[src/rtl/matmul_drain_unit.sv]
// rtl/matmul_drain_unit.sv - drains a finished 4x4 systolic result to the register file in two 8-thread beats
// Optional build macro: DRAIN_SATURATE_EN (signed saturation of accumulators instead of truncation).
module matmul_drain_unit #(
    parameter int DATA_WIDTH = 16,
    parameter int ACC_WIDTH  = 32
) (
    input  logic                               clk,
    input  logic                               reset,
    input  logic                               matmul_done,
    input  logic                               pause,
    input  logic [15:0][ACC_WIDTH-1:0]         acc_in,
    input  logic                               wb_ready,
    output logic                               wb_valid,
    output logic                               wb_beat,
    output logic [7:0][DATA_WIDTH-1:0]         wb_data,
    output logic                               busy,
    output logic                               array_clear,
    output logic                               drain_done
);

    typedef enum logic [1:0] {
        IDLE   = 2'd0,
        WRITE0 = 2'd1,
        WRITE1 = 2'd2,
        DONE   = 2'd3
    } state_t;

`ifdef DRAIN_SATURATE_EN
    // Largest / smallest accumulator values that still fit in one writeback element.
    localparam logic [ACC_WIDTH-1:0] SAT_MAX =
        {{(ACC_WIDTH-DATA_WIDTH+1){1'b0}}, {(DATA_WIDTH-1){1'b1}}};
    localparam logic [ACC_WIDTH-1:0] SAT_MIN =
        {{(ACC_WIDTH-DATA_WIDTH+1){1'b1}}, {(DATA_WIDTH-1){1'b0}}};
`endif

    state_t                      state_q, state_d;
    logic                        armed_q, armed_d;
    logic [15:0][DATA_WIDTH-1:0] snap_q, snap_d;
    logic                        capture;

    // Narrow one accumulator to an element: clamp when saturation is built in, otherwise keep the low bits.
    function automatic logic [DATA_WIDTH-1:0] to_elem(input logic [ACC_WIDTH-1:0] a);
`ifdef DRAIN_SATURATE_EN
        if ($signed(a) > $signed(SAT_MAX)) begin
            return {1'b0, {(DATA_WIDTH-1){1'b1}}};
        end else if ($signed(a) < $signed(SAT_MIN)) begin
            return {1'b1, {(DATA_WIDTH-1){1'b0}}};
        end else begin
            return a[DATA_WIDTH-1:0];
        end
`else
        return DATA_WIDTH'(a);
`endif
    endfunction

    // State, arm flag and snapshot registers; reset leaves the unit idle and armed.
    always_ff @(posedge clk or posedge reset) begin
        if (reset) begin
            state_q <= IDLE;
            armed_q <= 1'b1;
            snap_q  <= '0;
        end else begin
            state_q <= state_d;
            armed_q <= armed_d;
            snap_q  <= snap_d;
        end
    end

    // Next-state and handshake outputs; pause freezes everything except the one-cycle DONE pulse.
    always_comb begin
        state_d     = state_q;
        armed_d     = armed_q;
        snap_d      = snap_q;
        capture     = 1'b0;
        wb_valid    = 1'b0;
        wb_beat     = 1'b0;
        busy        = (state_q != IDLE);
        array_clear = 1'b0;
        drain_done  = 1'b0;

        case (state_q)
            IDLE: begin
                if (matmul_done && armed_q && !pause) begin
                    capture = 1'b1;
                    state_d = WRITE0;
                end
            end
            WRITE0: begin
                wb_valid = !pause;
                if (!pause && wb_ready) begin
                    state_d = WRITE1;
                end
            end
            WRITE1: begin
                wb_beat  = 1'b1;
                wb_valid = !pause;
                if (!pause && wb_ready) begin
                    state_d = DONE;
                end
            end
            DONE: begin
                array_clear = 1'b1;
                drain_done  = 1'b1;
                state_d     = IDLE;
            end
            default: begin
                state_d = IDLE;
            end
        endcase

        // A low matmul_done re-arms; capturing consumes the arm so a held level drains only once.
        if (!pause) begin
            if (capture) begin
                armed_d = 1'b0;
            end else if (!matmul_done) begin
                armed_d = 1'b1;
            end
        end

        if (capture) begin
            for (int i = 0; i < 16; i++) begin
                snap_d[i] = to_elem(acc_in[i]);
            end
        end
    end

    // Beat data always comes from the snapshot: rows 0/1 except while in WRITE1, where rows 2/3 go out.
    always_comb begin
        wb_data = '0;
        for (int t = 0; t < 8; t++) begin
            wb_data[t] = (state_q == WRITE1) ? snap_q[8+t] : snap_q[t];
        end
    end

endmodule

[config.mk]
export PLATFORM = sky130hd
export DESIGN_NAME = matmul_drain_unit
export DESIGN_NICKNAME = d
export VERILOG_FILES = /design/src/rtl/matmul_drain_unit.sv
export SDC_FILE = /design/constraint.sdc
export NUM_CORES = 1
export LEC_CHECK = 0
export ABC_AREA = 1
export CAP_MARGIN = 10
export CORE_AREA = 2 2 253 255
export CTS_BUF_LIST = sky130_fd_sc_hd__clkbuf_16
export DETAILED_ROUTE_END_ITERATION = 10
export DIE_AREA = 0 0 255 257
export PLACE_DENSITY = 0.43
export SLEW_MARGIN = 20
export SYNTH_ARGS = -nofsm -noshare
export SYNTH_HDL_FRONTEND = slang
export SYNTH_SLANG_ARGS = --single-unit
[constraint.sdc]
create_clock -name clk -period 13.8 [get_ports clk]
set_input_delay 2.76 -clock clk [delete_from_list [all_inputs] [get_ports clk]]
set_output_delay 2.76 -clock clk [all_outputs]
set_load 0.01 [all_outputs]
Yosys cells after proc, flatten, opt, wreduce, memory -nomap -nowiden
Cells that the tools add are included.
Widths: inputs -> output; s select.
Cells by class
  bitwise operators: 1
  equal/unequal tests: 7
  muxes and demuxes: 19
  reductions and logical operators: 9
Operator list (number)
  $mux 16: 8
  $pmux 2 s4: 1
  $mux 1: 7
  $mux 2: 3
  $ne 2x2->1 const B: 3
  $eq 2x2->1 const B: 2
  $logic_and 1x1->1: 3
  $reduce_and 3->1: 1
  $eq 2x1->1 const B: 1
  $logic_not 2->1: 1
  $ne 2x1->1 const B: 1
  $reduce_and 2->1: 1
  $reduce_bool 2->1: 1
  $reduce_or 2->1: 1
  $logic_not 1->1: 1
  $not 1->1: 1
Word-level totals
  register bits: 259
  input port bits: 517
  output and inout bits: 133
  logic and storage cells: 54

Depth between registers and ports, before layout
  depth in word-level cells: 6
  mapped depth: 8
  gate-level depth less buffers: 8

Worst setup path after synthesis
No wires, ideal clock.
  path kind: input port to output port
  start point: input port pause
  end point: output port wb_valid
  required time: 11.040 ns
  slack: 8.111 ns
  stages: 1
  data arrival time: 2.929 ns
  path through: nor2_1
Between the ends
  longest elaborated chain between the ends: 2
Ends and longest elaborated chain
  from (decl): line 10  | input logic pause,
  $logic_not 1->1
  $mux 1
  to (decl): line 13  | output logic wb_valid,
No other way between the ends.

Worst setup path in the final report
Ends and elaborated chain as after synthesis.

==> metrics.yaml <==
antenna_found_initial: 9
worst-endpoint-required_ns: 11.04
finalPower_mw: 3.90
relSlewSlack_pct: 30.6
cp-end-kind: "output port"
viasPerCell: 3.77
regArea_um2: 6480
grt_pass1_wl_mm: 61.4
final-hold-violation-count: 0
synth_top_area_cell: "dfrtp_1"
clock_path_buffers: 3
tns_ns: 0
vias: 10392
min_period_over_period_pct: 48.6
p_int_mw: 2.43
grt_use_total_pct: 12.1
clk_latency_ns: 0.53
clk_pin_slew_ns: 0.06
rsz0062_at_grt: "no"
fmax_ghz: 0.149
final_util_pct: 28.9
cpMostUsedCell: "clkdlybuf4s50_1"
hold_start: "snap_q[27]"
dp_hpwl_mm: 27.5
place_area_um2: 17000
power.density_cell_area_nw_per_um2: 215
die_area_um2: 65500
swShare_pct: 37.6
worst-path-buf-inv: 2
finClkSkew_ns: 0.0127
first_pass_iters: 5
ant_nets: 0
cp_top_family: "buffers and inverters"
drcViolationCount: 0
cp_data_arrival_time_ns: 3.95
critPathMaxStageDelay_ns: 0.60
cts-buffers-inserted: 35
path_max_fanout: 4
critPathKind: "in -> out"
p_sw_mw: 1.47
final.fill_count: 6753
slowest_stage: "clkdlybuf4s50_1"
ir_drop_mv: 0.0862
synth_area_um2: 12700
cts_tree: "done"
wirelength_mm: 39.8
rows: 92
area_growth_pct: 42.9
wl_per_cell_um: 14.5
layout-drive-gt1-share_pct: 12.2
synth_warnings: 0
nNetsFinal: 2401
outcome: "finished, final reports clean"
syn-num-nets: 2046
htree_levels: 2
reg2reg_from: "state_q[0]"
yosysUniqueCellTypes: 17
whs_ns: 0.479
yosysTopAreaCellShare_pct: 51.0
clockPowerShare_pct: 21.2
synthTopCellsByArea: "dfrtp_1 51%, nand2_1 19%, o21ai_2 12%"
multi_input_area_um2: 4480
hp-class: "reg -> reg"
final_cell_area_um2: 18100
p_comb_share_pct: 45.7
worstSetupStartpointType: "primary input"
io_buffers: 393
drtIter0Drc: 551
start_util_pct: 20.2
clock_sinks: 259
maxCapViolCount: 0
gp_congestion: 0.757
yosysSeqAreaShare_pct: 51.2
syn_area_per_cell_um2: 8.31
cts_setup_buffers: 0
io_pins: 650
syn_inst: 1525
cts-root-buf: "clkbuf_16"
grt_pass1_vias: 10353
tightest_slew_ns: 1.04
period_needed_ns: 6.71
cts_hold_buf: 0
power.leakage_nw: 9.21
p_seq_share_pct: 33.1
crit_start: "pause"
cts-resized-gates: 0
dieWidth_um: 255
grt_max_degree: 211
path_cells: "clkdlybuf4s50_1 -> nor2_1 -> clkdlybuf4s50_1"
grt_remaining_overflow: 0
slew_violations: 0
ys_seq_elements: 259
die_y_um: 257
core_um2: 62700
setup_viol: 0
[cell usage after synthesis]
| library cell | count |
|---|---|
| nand2_1 | 650 |
| inv_1 | 263 |
| dfrtp_1 | 258 |
| o21ai_2 | 172 |
| o21ai_1 | 54 |
| buf_6 | 53 |
| o21ai_0 | 32 |
| clkbuf_1 | 21 |
| buf_2 | 8 |
| ha_1 | 4 |
| nand3_1 | 3 |
| buf_1 | 2 |
| buf_4 | 1 |
| dfstp_2 | 1 |
| inv_2 | 1 |
| nand4_4 | 1 |
| nor2_1 | 1 |
[worst paths after layout]
kind | slack (ns) | endpoint | cells past startpoint
hold / removal | 0.48 | snap_q[27] | 2
min in group asynchronous | 2.70 | snap_q[35] | 2
setup reg to reg | 10.42 | snap_q[171] | 8
max in group asynchronous | 9.01 | snap_q[231] | 4
hold reg to reg | 0.48 | snap_q[27] | 2
setup / recovery | 7.09 | wb_valid | 3
[cell usage in the layout, fill, tap and decap left out]
cell,count
o21ai_2,172
inv_8,1
ha_4,1
clkinvlp_4,1
inv_1,273
buf_4,7
o21ai_1,54
ha_1,3
nand2_1,650
dfrtp_1,258
dfstp_2,1
nand4_4,1
diode_2,1
clkinv_2,6
nor2_1,1
nand3_1,3
clkbuf_16,37
inv_4,1
o21ai_0,32
buf_16,1
clkinv_1,7
inv_2,1
clkdlybuf4s50_1,393
buf_12,2
[metal layers]
| layer | wire [um] | global-route usage (%) | up-vias |
|---|---|---|---|
| li1 | - | - | 5264 |
| met1 | 17500 | 15.6 | 4746 |
| met2 | 17100 | 18.0 | 302 |
| met3 | 4290 | 5.40 | 64 |
| met4 | 867 | 3.56 | 16 |
| met5 | 106 | 0 | - |
[stage by stage]
step	setup WS (ns)	cells
global placement	7.09	2688
detailed placement	7.10	2688
finish	7.09	2753
global route	7.03	2753
CTS	7.08	2751
floorplan	3.91	1525
[flip-flops by register name, summed over array words and instances (netlist names)]
name and cells:
armed_q 1, state_q 2, snap_q 256
[area by class of cell]
type / instances / area share, %
Tap cell: 846 / 5.84
Multi-Input combinational cell: 917 / 24.7
Antenna cell: 1 / 0.0138
Clock buffer: 37 / 5.11
Timing Repair Buffer: 403 / 22.4
Sequential cell: 259 / 35.8
Inverter: 264 / 5.53
Clock inverter: 26 / 0.601
[worst min-delay path: cells and delay by family, from the launching register on]
family	cells	cell delay, ns
and+or+nand+nor	1	0.06
DFF	1	0.34
AOI/OAI and AO/OA	1	0.05
[cell families after synthesis]
logic type | Yosys count | synth area share (%)
flops | 259 | 51.2
compound gates | 258 | 15.3
fa+ha+maj | 4 | 0.395
simple gates | 655 | 19.6
buf+inv | 349 | 13.6
[power groups by stage]
stage / clock network, mW / logic (mW) / registers (mW)
finish: 0.826 / 1.78 / 1.29
global route: 0.899 / 2.00 / 1.33
CTS: 0.869 / 1.84 / 1.29
detailed placement: 0 / 1.83 / 1.30
global placement: 0 / 1.82 / 1.29
floorplan: 0 / 0.995 / 1.26
No activity file was read; power rests on OpenSTA's default activity.
